===== config.mk =====
export PLATFORM = sky130hd
export DESIGN_NAME = parking_slot_manager
export DESIGN_NICKNAME = d
export VERILOG_FILES = /design/src/rtl/parking_pkg.sv /design/src/rtl/parking_code_gen.sv /design/src/rtl/parking_slot_manager.sv
export SDC_FILE = /design/constraint.sdc
export NUM_CORES = 1
export LEC_CHECK = 0
export ABC_CLOCK_PERIOD_IN_PS = 4500
export CORE_MARGIN = 4
export CORE_UTILIZATION = 35
export DETAILED_ROUTE_END_ITERATION = 12
export GPL_ROUTABILITY_DRIVEN = 1
export PLACE_DENSITY = 0.63
export SLEW_MARGIN = 10
export SYNTH_ARGS = -nofsm -noshare
export SYNTH_HDL_FRONTEND = slang
export SYNTH_SLANG_ARGS = --single-unit

===== constraint.sdc =====
create_clock -name clock -period 4.5 [get_ports clock]
set_input_delay 0.45 -clock clock [delete_from_list [all_inputs] [get_ports clock]]
set_output_delay 0.45 -clock clock [all_outputs]
set_load 0.005 [all_outputs]

===== src/rtl/parking_pkg.sv =====
// Shared helpers for the parking slot manager: width functions, LFSR tap masks,
// lowest-free-bay priority encoder and the exit result encoding.
package parking_pkg;

    localparam int MAX_SLOTS = 64;

    typedef enum logic [1:0] {
        EX_NONE = 2'd0,
        EX_OK   = 2'd1,
        EX_FAIL = 2'd2
    } exit_res_e;

    function automatic int slot_w(input int n);
        return (n < 2) ? 1 : $clog2(n);
    endfunction

    function automatic int cnt_w(input int n);
        return $clog2(n + 1);
    endfunction

    // Galois (right-shift) feedback masks for maximal-length sequences, bit k = tap k+1
    function automatic logic [31:0] lfsr_taps(input int w);
        case (w)
            4:       return 32'h0000_000C;
            5:       return 32'h0000_0014;
            6:       return 32'h0000_0030;
            7:       return 32'h0000_0060;
            8:       return 32'h0000_00B8;
            9:       return 32'h0000_0110;
            10:      return 32'h0000_0240;
            11:      return 32'h0000_0500;
            12:      return 32'h0000_0829;
            13:      return 32'h0000_100D;
            14:      return 32'h0000_2015;
            15:      return 32'h0000_6000;
            16:      return 32'h0000_D008;
            17:      return 32'h0001_2000;
            18:      return 32'h0002_0400;
            19:      return 32'h0004_0023;
            20:      return 32'h0009_0000;
            21:      return 32'h0014_0000;
            22:      return 32'h0030_0000;
            23:      return 32'h0042_0000;
            24:      return 32'h00E1_0000;
            25:      return 32'h0120_0000;
            26:      return 32'h0200_0023;
            27:      return 32'h0400_0013;
            28:      return 32'h0900_0000;
            29:      return 32'h1400_0000;
            30:      return 32'h2000_0029;
            31:      return 32'h4800_0000;
            default: return 32'h8020_0003;
        endcase
    endfunction

    // Index of the lowest zero bit; MAX_SLOTS when every bit is set
    function automatic logic [6:0] lowest_free(input logic [MAX_SLOTS-1:0] occ);
        logic [6:0] idx;
        idx = 7'(MAX_SLOTS);
        for (int i = MAX_SLOTS - 1; i >= 0; i--) begin
            if (!occ[i]) idx = 7'(i);
        end
        return idx;
    endfunction

endpackage


===== src/rtl/parking_code_gen.sv =====
// Free-running Galois LFSR that supplies passcodes for newly granted bays.
module parking_code_gen
    import parking_pkg::*;
#(
    parameter int CODE_W    = 8,
    parameter int LFSR_SEED = 1
) (
    input  logic              clock,
    input  logic              gl_reset,
    input  logic              en,
    output logic [CODE_W-1:0] value
);

    localparam logic [31:0]       TAPS_ALL = lfsr_taps(CODE_W);
    localparam logic [CODE_W-1:0] TAPS     = TAPS_ALL[CODE_W-1:0];
    localparam logic [CODE_W-1:0] SEED     = CODE_W'(LFSR_SEED);

    logic [CODE_W-1:0] lfsr_q;
    logic [CODE_W-1:0] lfsr_d;

    always_comb begin
        lfsr_d = lfsr_q;
        if (en) begin
            lfsr_d = (lfsr_q >> 1) ^ (lfsr_q[0] ? TAPS : '0);
        end
    end

    always_ff @(posedge clock) begin
        if (gl_reset) lfsr_q <= SEED;
        else          lfsr_q <= lfsr_d;
    end

    assign value = lfsr_q;

endmodule


===== src/rtl/parking_slot_manager.sv =====
// Multi-bay parking controller: lowest-free-bay allocation with LFSR passcodes.
// Optional bay lockout after repeated wrong codes is compiled in with PARKING_LOCKOUT_EN.
module parking_slot_manager
    import parking_pkg::*;
#(
    parameter int NUM_SLOTS = 8,
    parameter int CODE_W    = 8,
    parameter int LFSR_SEED = 1,
    parameter int MAX_FAIL  = 3,
    localparam int SLOT_W   = slot_w(NUM_SLOTS),
    localparam int CNT_W    = cnt_w(NUM_SLOTS)
) (
    input  logic                 clock,
    input  logic                 gl_reset,
    input  logic                 car_arrival,
    output logic                 can_park,
    output logic                 grant_valid,
    output logic [SLOT_W-1:0]    grant_slot,
    output logic [CODE_W-1:0]    grant_code,
    output logic                 arrival_rejected,
    input  logic                 car_exit,
    input  logic [SLOT_W-1:0]    exit_from,
    input  logic [CODE_W-1:0]    exit_code,
    output logic                 exit_ok,
    output logic                 exit_fail,
    output logic [CNT_W-1:0]     available_slots,
    output logic [NUM_SLOTS-1:0] occupied,
    output logic [NUM_SLOTS-1:0] locked
);

    logic [CODE_W-1:0]    lfsr_val;
    logic [NUM_SLOTS-1:0] occupied_q, occupied_d;
    logic [CODE_W-1:0]    code_q [NUM_SLOTS];
    logic [CODE_W-1:0]    code_d [NUM_SLOTS];
    logic [CNT_W-1:0]     avail_q, avail_d;
    logic                 grant_valid_q, grant_valid_d;
    logic [SLOT_W-1:0]    grant_slot_q, grant_slot_d;
    logic [CODE_W-1:0]    grant_code_q, grant_code_d;
    logic                 rejected_q, rejected_d;
    logic                 exit_ok_q, exit_ok_d;
    logic                 exit_fail_q, exit_fail_d;

    logic [MAX_SLOTS-1:0] occ_ext;
    logic [6:0]           free_idx;
    logic [NUM_SLOTS-1:0] exit_sel;
    logic [NUM_SLOTS-1:0] grant_sel;
    logic [CODE_W-1:0]    stored_code;
    logic                 arrive_go, occ_hit, lock_hit, code_match, exit_go, bad_code;
    exit_res_e            ex_res;

    parking_code_gen #(
        .CODE_W    (CODE_W),
        .LFSR_SEED (LFSR_SEED)
    ) u_code_gen (
        .clock    (clock),
        .gl_reset (gl_reset),
        .en       (1'b1),
        .value    (lfsr_val)
    );

    assign can_park = (avail_q != '0);

    // Request decode against the state as it stood before this edge
    always_comb begin
        occ_ext                  = '1;
        occ_ext[NUM_SLOTS-1:0]   = occupied_q;
        free_idx                 = lowest_free(occ_ext);
        arrive_go                = car_arrival && can_park;
        stored_code              = '0;
        for (int i = 0; i < NUM_SLOTS; i++) begin
            exit_sel[i]  = (exit_from == SLOT_W'(i));
            grant_sel[i] = arrive_go && (free_idx == 7'(i));
            if (exit_sel[i]) stored_code = code_q[i];
        end
        occ_hit    = |(exit_sel & occupied_q);
        code_match = (exit_code == stored_code);
        exit_go    = car_exit && occ_hit && !lock_hit && code_match;
        bad_code   = car_exit && occ_hit && !lock_hit && !code_match;
        ex_res     = EX_NONE;
        if (car_exit) ex_res = exit_go ? EX_OK : EX_FAIL;
    end

    always_comb begin
        occupied_d    = occupied_q;
        code_d        = code_q;
        avail_d       = avail_q;
        grant_valid_d = arrive_go;
        grant_slot_d  = grant_slot_q;
        grant_code_d  = grant_code_q;
        rejected_d    = car_arrival && !can_park;
        exit_ok_d     = (ex_res == EX_OK);
        exit_fail_d   = (ex_res == EX_FAIL);
        if (arrive_go) begin
            grant_slot_d = SLOT_W'(free_idx);
            grant_code_d = lfsr_val;
        end
        // A bay freed this cycle was occupied before the edge, so it can never be the grant target
        for (int i = 0; i < NUM_SLOTS; i++) begin
            if (grant_sel[i]) begin
                occupied_d[i] = 1'b1;
                code_d[i]     = lfsr_val;
            end
            if (exit_go && exit_sel[i]) begin
                occupied_d[i] = 1'b0;
                code_d[i]     = '0;
            end
        end
        unique case ({arrive_go, exit_go})
            2'b10:   avail_d = avail_q - CNT_W'(1);
            2'b01:   avail_d = avail_q + CNT_W'(1);
            default: avail_d = avail_q;
        endcase
    end

    always_ff @(posedge clock) begin
        if (gl_reset) begin
            occupied_q    <= '0;
            avail_q       <= CNT_W'(NUM_SLOTS);
            grant_valid_q <= 1'b0;
            grant_slot_q  <= '0;
            grant_code_q  <= '0;
            rejected_q    <= 1'b0;
            exit_ok_q     <= 1'b0;
            exit_fail_q   <= 1'b0;
            for (int i = 0; i < NUM_SLOTS; i++) code_q[i] <= '0;
        end else begin
            occupied_q    <= occupied_d;
            avail_q       <= avail_d;
            grant_valid_q <= grant_valid_d;
            grant_slot_q  <= grant_slot_d;
            grant_code_q  <= grant_code_d;
            rejected_q    <= rejected_d;
            exit_ok_q     <= exit_ok_d;
            exit_fail_q   <= exit_fail_d;
            code_q        <= code_d;
        end
    end

`ifdef PARKING_LOCKOUT_EN
    localparam int FAIL_W = $clog2(MAX_FAIL + 1);

    logic [NUM_SLOTS-1:0] locked_q, locked_d;
    logic [FAIL_W-1:0]    fail_cnt_q [NUM_SLOTS];
    logic [FAIL_W-1:0]    fail_cnt_d [NUM_SLOTS];

    assign lock_hit = |(exit_sel & locked_q);
    assign locked   = locked_q;

    // Locked bays never see bad_code, so the counter stops at MAX_FAIL
    always_comb begin
        locked_d   = locked_q;
        fail_cnt_d = fail_cnt_q;
        for (int i = 0; i < NUM_SLOTS; i++) begin
            if (exit_sel[i] && exit_go) begin
                fail_cnt_d[i] = '0;
            end else if (exit_sel[i] && bad_code) begin
                fail_cnt_d[i] = fail_cnt_q[i] + FAIL_W'(1);
                if (fail_cnt_d[i] == FAIL_W'(MAX_FAIL)) locked_d[i] = 1'b1;
            end
        end
    end

    always_ff @(posedge clock) begin
        if (gl_reset) begin
            locked_q <= '0;
            for (int i = 0; i < NUM_SLOTS; i++) fail_cnt_q[i] <= '0;
        end else begin
            locked_q   <= locked_d;
            fail_cnt_q <= fail_cnt_d;
        end
    end
`else
    assign lock_hit = 1'b0;
    assign locked   = '0;
`endif

    assign grant_valid      = grant_valid_q;
    assign grant_slot       = grant_slot_q;
    assign grant_code       = grant_code_q;
    assign arrival_rejected = rejected_q;
    assign exit_ok          = exit_ok_q;
    assign exit_fail        = exit_fail_q;
    assign available_slots  = avail_q;
    assign occupied         = occupied_q;

endmodule


==> parameters.txt, run 1 <==
Parameter                              Value

Run status
  Status ... completed

Clocking
  Num Clock Sinks ... 99
  Clock tree from TritonCTS ... done
  Clock tree root driver cell ... sky130_fd_sc_hd__clkbuf_16
  Clock network latency to the later pin of the worst-skew pair ... 0.34 ns
  Number of gates given a new drive strength after cts ... 0
  Clock-pin slew reported for the worst setup and hold paths after clock tree synthesis ... 0.07 ns
  Largest buffer count on any clock path ... 2
  Setup fix buffers added after clock tree synthesis ... 0
  Num CTS Buffers ... 9
  H-tree levels ... 3
  Number of buffers inserted for hold repair after clock tree synthesis ... 0

Critical path
  Worst flop-to-flop path startpoint ... code_q[15]
  Register-to-register path setup slack ... 0.97 ns
  Crit end category ... register
  Depth of the most critical reg-to-reg path ... 14
  Critical setup path kind ... in2reg
  Endpoint of the most critical register-to-register path ... available_slots[3]
  Family with the most delay on the worst path ... compound AO/OA/AOI/OAI gates
  CP max-delay cell ... sky130_fd_sc_hd__clkdlybuf4s50_1
  Data arrival at the endpoint of the critical path ... 4.28 ns
  Delay of the slowest critical-path stage ... 0.44 ns
  Cell-by-cell listing of the critical path ... clkdlybuf4s50_1 > buf_12 > buf_4 > o21ai_0 > a221oi_1 > o221ai_1 > o2111ai_1 > and4b_1 > nand4_1 > nor2_1 > ha_1 > inv_1 > ha_1 > a21o_1 > a21oi_1 > xnor2_1 > o21ai_0 > or3b_2
  Number of buffer and inverter instances along the worst setup path ... 4
  Critical path required time ... 4.73 ns
  Category of the worst setup path launch point ... primary input
  Maximum fanout encountered on the critical timing path ... 20

Cells and area
  Finished Core Util ... 42.3%
  Share of layout cells above drive strength 1 ... 10.1%
  Fin cells ... 710
  Antenna diode instance count ... 0
  Area Growth Syn to Fin ... 16.6%
  Fin nets ... 549

Synthesis
  Most common library cells after synthesis ... sky130_fd_sc_hd__dfxtp_1 (99), sky130_fd_sc_hd__mux2i_1 (82), sky130_fd_sc_hd__nor3_1 (81)
  Mean instance size in the synthesized netlist ... 9.55 µm²
  Fraction of the yosys area taken by sequential cells ... 40.8%
  Synth top area cells ... sky130_fd_sc_hd__dfxtp_1 (41%), sky130_fd_sc_hd__mux2i_1 (17%), sky130_fd_sc_hd__nor3_1 (8.3%), sky130_fd_sc_hd__mux4_2 (3.2%), sky130_fd_sc_hd__nor4_4 (3.1%)
  Post-synth design cell area ... 4860 µm²
  Synthesis-stage register bit count ... 99
  Distinct cell type count of the synthesized netlist ... 56
  Top-area cell type share of the netlist area ... 40.8%
  Warnings, synthesis ... 0
  Share of flip-flops with an asynchronous set or reset ... 0%
  Count of flip-flops with a built-in enable after synthesis ... 0
  Most common cell in the synthesized netlist ... sky130_fd_sc_hd__dfxtp_1
  Post-synthesis cell count ... 509
  Cell type with the largest total area after synthesis ... sky130_fd_sc_hd__dfxtp_1
  Most used flip-flop cell after synthesis ... sky130_fd_sc_hd__dfxtp_1

Pwr
  Highest ir drop seen on vdd ... 179 µV
  Cell area power density ... 343 nW/µm²
  Static Leak ... 2.12 nW

Routing
  Detailed-route via count ... 3784
  First-iteration detailed-routing DRC count ... 342
  Overall routed net length ... 12.7 mm
  Total DRC errors in the routed layout ... 0
  Pre-antenna DRT Iters ... 5
  Wirelength per Cell ... 17.9 µm
  Count of antenna-violating nets left after detailed routing ... 0
  Average vias per placed instance ... 5.33

Floorplan
  Floorplan die area ... 15800 µm²
  Std-Cell Rows ... 42
  Chip width ... 126 µm
  Initial cell density of the core ... 36.3%
  Die extent in y ... 126 µm
  I/O pin count ... 51
  Standard cell core area ... 13400 µm²

Global routing
  Via count of the first global-routing pass ... 3702
  GRT Total Usage ... 16.2%
  GRT Residual Overflow ... 0
  Pin count of the biggest net entering global routing ... 66
  Wire length of the first global-routing pass ... 20.5 mm
  Antenna violations before repair ... 0

Timing
  TNS Setup ... 0 ns
  Max-Slew Margin vs Limit ... 17.9%
  Final number of max-transition violations ... 0
  Setup WS post-layout ... 0.450 ns
  Final hold vios ... 0
  Worst clock skew ... 0.00782 ns
  Worst slew pin tran ... 1.23 ns
  Achievable frequency ... 247 MHz
  Final period utilization ... 90.0%
  RSZ-0062 raised after global routing ... no
  Time the worst path needs with I/O delays and setup ... 4.05 ns
  Total of endpoints with negative setup slack in the final report ... 0

Placed design
  Placed insts ... 695
  Count of port buffers added during placement ... 42
  Post-DP HPWL ... 8.57 mm
  RD Place Congestion ... 0.858
  Minimum setup slack after placement ... 0.144 ns

Job
  Max Cap Viol ... 0

Worst hold path
  Hold endpoint ... grant_code[1]
  Min-Delay Path Depth ... 2
  Hold WC Path Type ... reg2reg
  Startpoint of the tightest hold check path ... grant_code[1]
## state kept, by name (all words and copies together), names as in the netlist
signal            count
arrival_rejected      1
available_slots       4
code_q               64
exit_fail             1
exit_ok               1
grant_code            8
grant_slot            3
grant_valid           1
occupied              8
u_code_gen.value      8
## power by group
part / switching [W] / total, W / internal (W)
sequential: 0.0000396 / 0.000945 / 0.000905
combinational: 0.000134 / 0.000255 / 0.000121
clock: 0.000339 / 0.000746 / 0.000407
## layout make-up
cell class | instances | area, µm²
Sequential cell | 99 | 1980
Tap cell | 176 | 220
Multi-Input combinational cell | 360 | 2640
Inverter | 8 | 30.0
Clock buffer | 11 | 253
Clock inverter | 4 | 35.0
Fill cell | 1290 | 7730
Timing Repair Buffer | 52 | 510
## metrics by stage
stage	hold WS [ns]	instance area [µm²]	power [W]
CTS	0.461	5670	0.00196
finish	0.458	5670	0.00195
global placement	0.446	5380	0.00121
floorplan	0.448	4890	0.00113
global route	0.488	5670	0.00203
detailed placement	0.449	5380	0.00122
## per-layer routing
| layer | share of wire [%] | up-vias | wire [µm] | GRT usage, % |
|---|---|---|---|---|
| met1 | 46 | 1817 | 5860 | 21.7 |
| met5 | 0 | - | 0 | 0 |
| met3 | 4.6 | 18 | 590 | 3.81 |
| li1 | - | 1852 | - | - |
| met4 | 2.3 | 0 | 291 | 4.73 |
| met2 | 47 | 97 | 6000 | 26.2 |
## kinds of logic (layout without fill, tap and decap cells)
| group | count (synthesis) | after routing | share of synthesized area, % |
|---|---|---|---|
| flops | 99 | 99 | 40.8 |
| other cells | 1 | 8 | 0.0771 |
| fa+ha+maj | 4 | 4 | 1.18 |
| mux | 90 | 90 | 20.3 |
| buf+inv | 57 | 75 | 5.74 |
| compound gates | 52 | 52 | 6.97 |
| simple gates | 194 | 194 | 22.8 |
| xor+xnor | 12 | 12 | 2.16 |
## cells in the final DEF (no fill, tap or decap), types with 2 or more instances in the layout
master / n
sky130_fd_sc_hd__a211oi_1: 4
sky130_fd_sc_hd__a21oi_1: 17
sky130_fd_sc_hd__a221oi_1: 2
sky130_fd_sc_hd__a31o_2: 2
sky130_fd_sc_hd__a31oi_1: 3
sky130_fd_sc_hd__and2_1: 2
sky130_fd_sc_hd__buf_12: 2
sky130_fd_sc_hd__buf_2: 2
sky130_fd_sc_hd__buf_4: 8
sky130_fd_sc_hd__clkbuf_16: 9
sky130_fd_sc_hd__clkbuf_8: 2
sky130_fd_sc_hd__clkdlybuf4s50_1: 40
sky130_fd_sc_hd__clkinvlp_4: 2
sky130_fd_sc_hd__conb_1: 8
sky130_fd_sc_hd__dfxtp_1: 99
sky130_fd_sc_hd__ha_1: 3
sky130_fd_sc_hd__inv_1: 7
sky130_fd_sc_hd__mux2i_1: 82
sky130_fd_sc_hd__mux4_2: 7
sky130_fd_sc_hd__nand2_1: 33
sky130_fd_sc_hd__nand2b_1: 4
sky130_fd_sc_hd__nand3_1: 9
sky130_fd_sc_hd__nand4_1: 2
sky130_fd_sc_hd__nand4b_1: 2
sky130_fd_sc_hd__nor2_1: 26
sky130_fd_sc_hd__nor2b_1: 9
sky130_fd_sc_hd__nor3_1: 81
sky130_fd_sc_hd__nor3b_1: 4
sky130_fd_sc_hd__nor3b_2: 2
sky130_fd_sc_hd__nor4_4: 7
sky130_fd_sc_hd__o21ai_0: 11
sky130_fd_sc_hd__o2bb2ai_1: 3
sky130_fd_sc_hd__or2_2: 3
sky130_fd_sc_hd__xnor2_1: 7
sky130_fd_sc_hd__xor2_1: 5
## worst register-to-register path: cells and delay by family (launching register included)
kind	cells	cell delay [ns]
buf+inv	1	0.09
simple gates	4	1.02
flops	1	0.31
fa+ha+maj	2	0.48
mux	2	0.67
xor+xnor	2	0.37
compound gates	3	0.46
## worst max-delay path by stage
stage	startpoint	endpoint	slack [ns]	cells past startpoint
CTS	exit_from[2]	available_slots[3]	0.52	18
global placement	exit_from[2]	available_slots[3]	0.18	16
finish	exit_from[2]	available_slots[3]	0.45	18
floorplan	exit_from[0]	available_slots[3]	0.79	18
detailed placement	exit_from[2]	available_slots[3]	0.14	18
global route	exit_from[2]	available_slots[3]	0.17	18
Note: power is estimated with default switching activity, not from simulation.
==> run 2: changes to the inputs <==
Settings changed: ABC_CLOCK_PERIOD_IN_PS 4500 to default, CTS_CLUSTER_DIAMETER from default to 30.
==> results of run 2 <==
Final layout, timing and power as in run 1 (identical DEF).
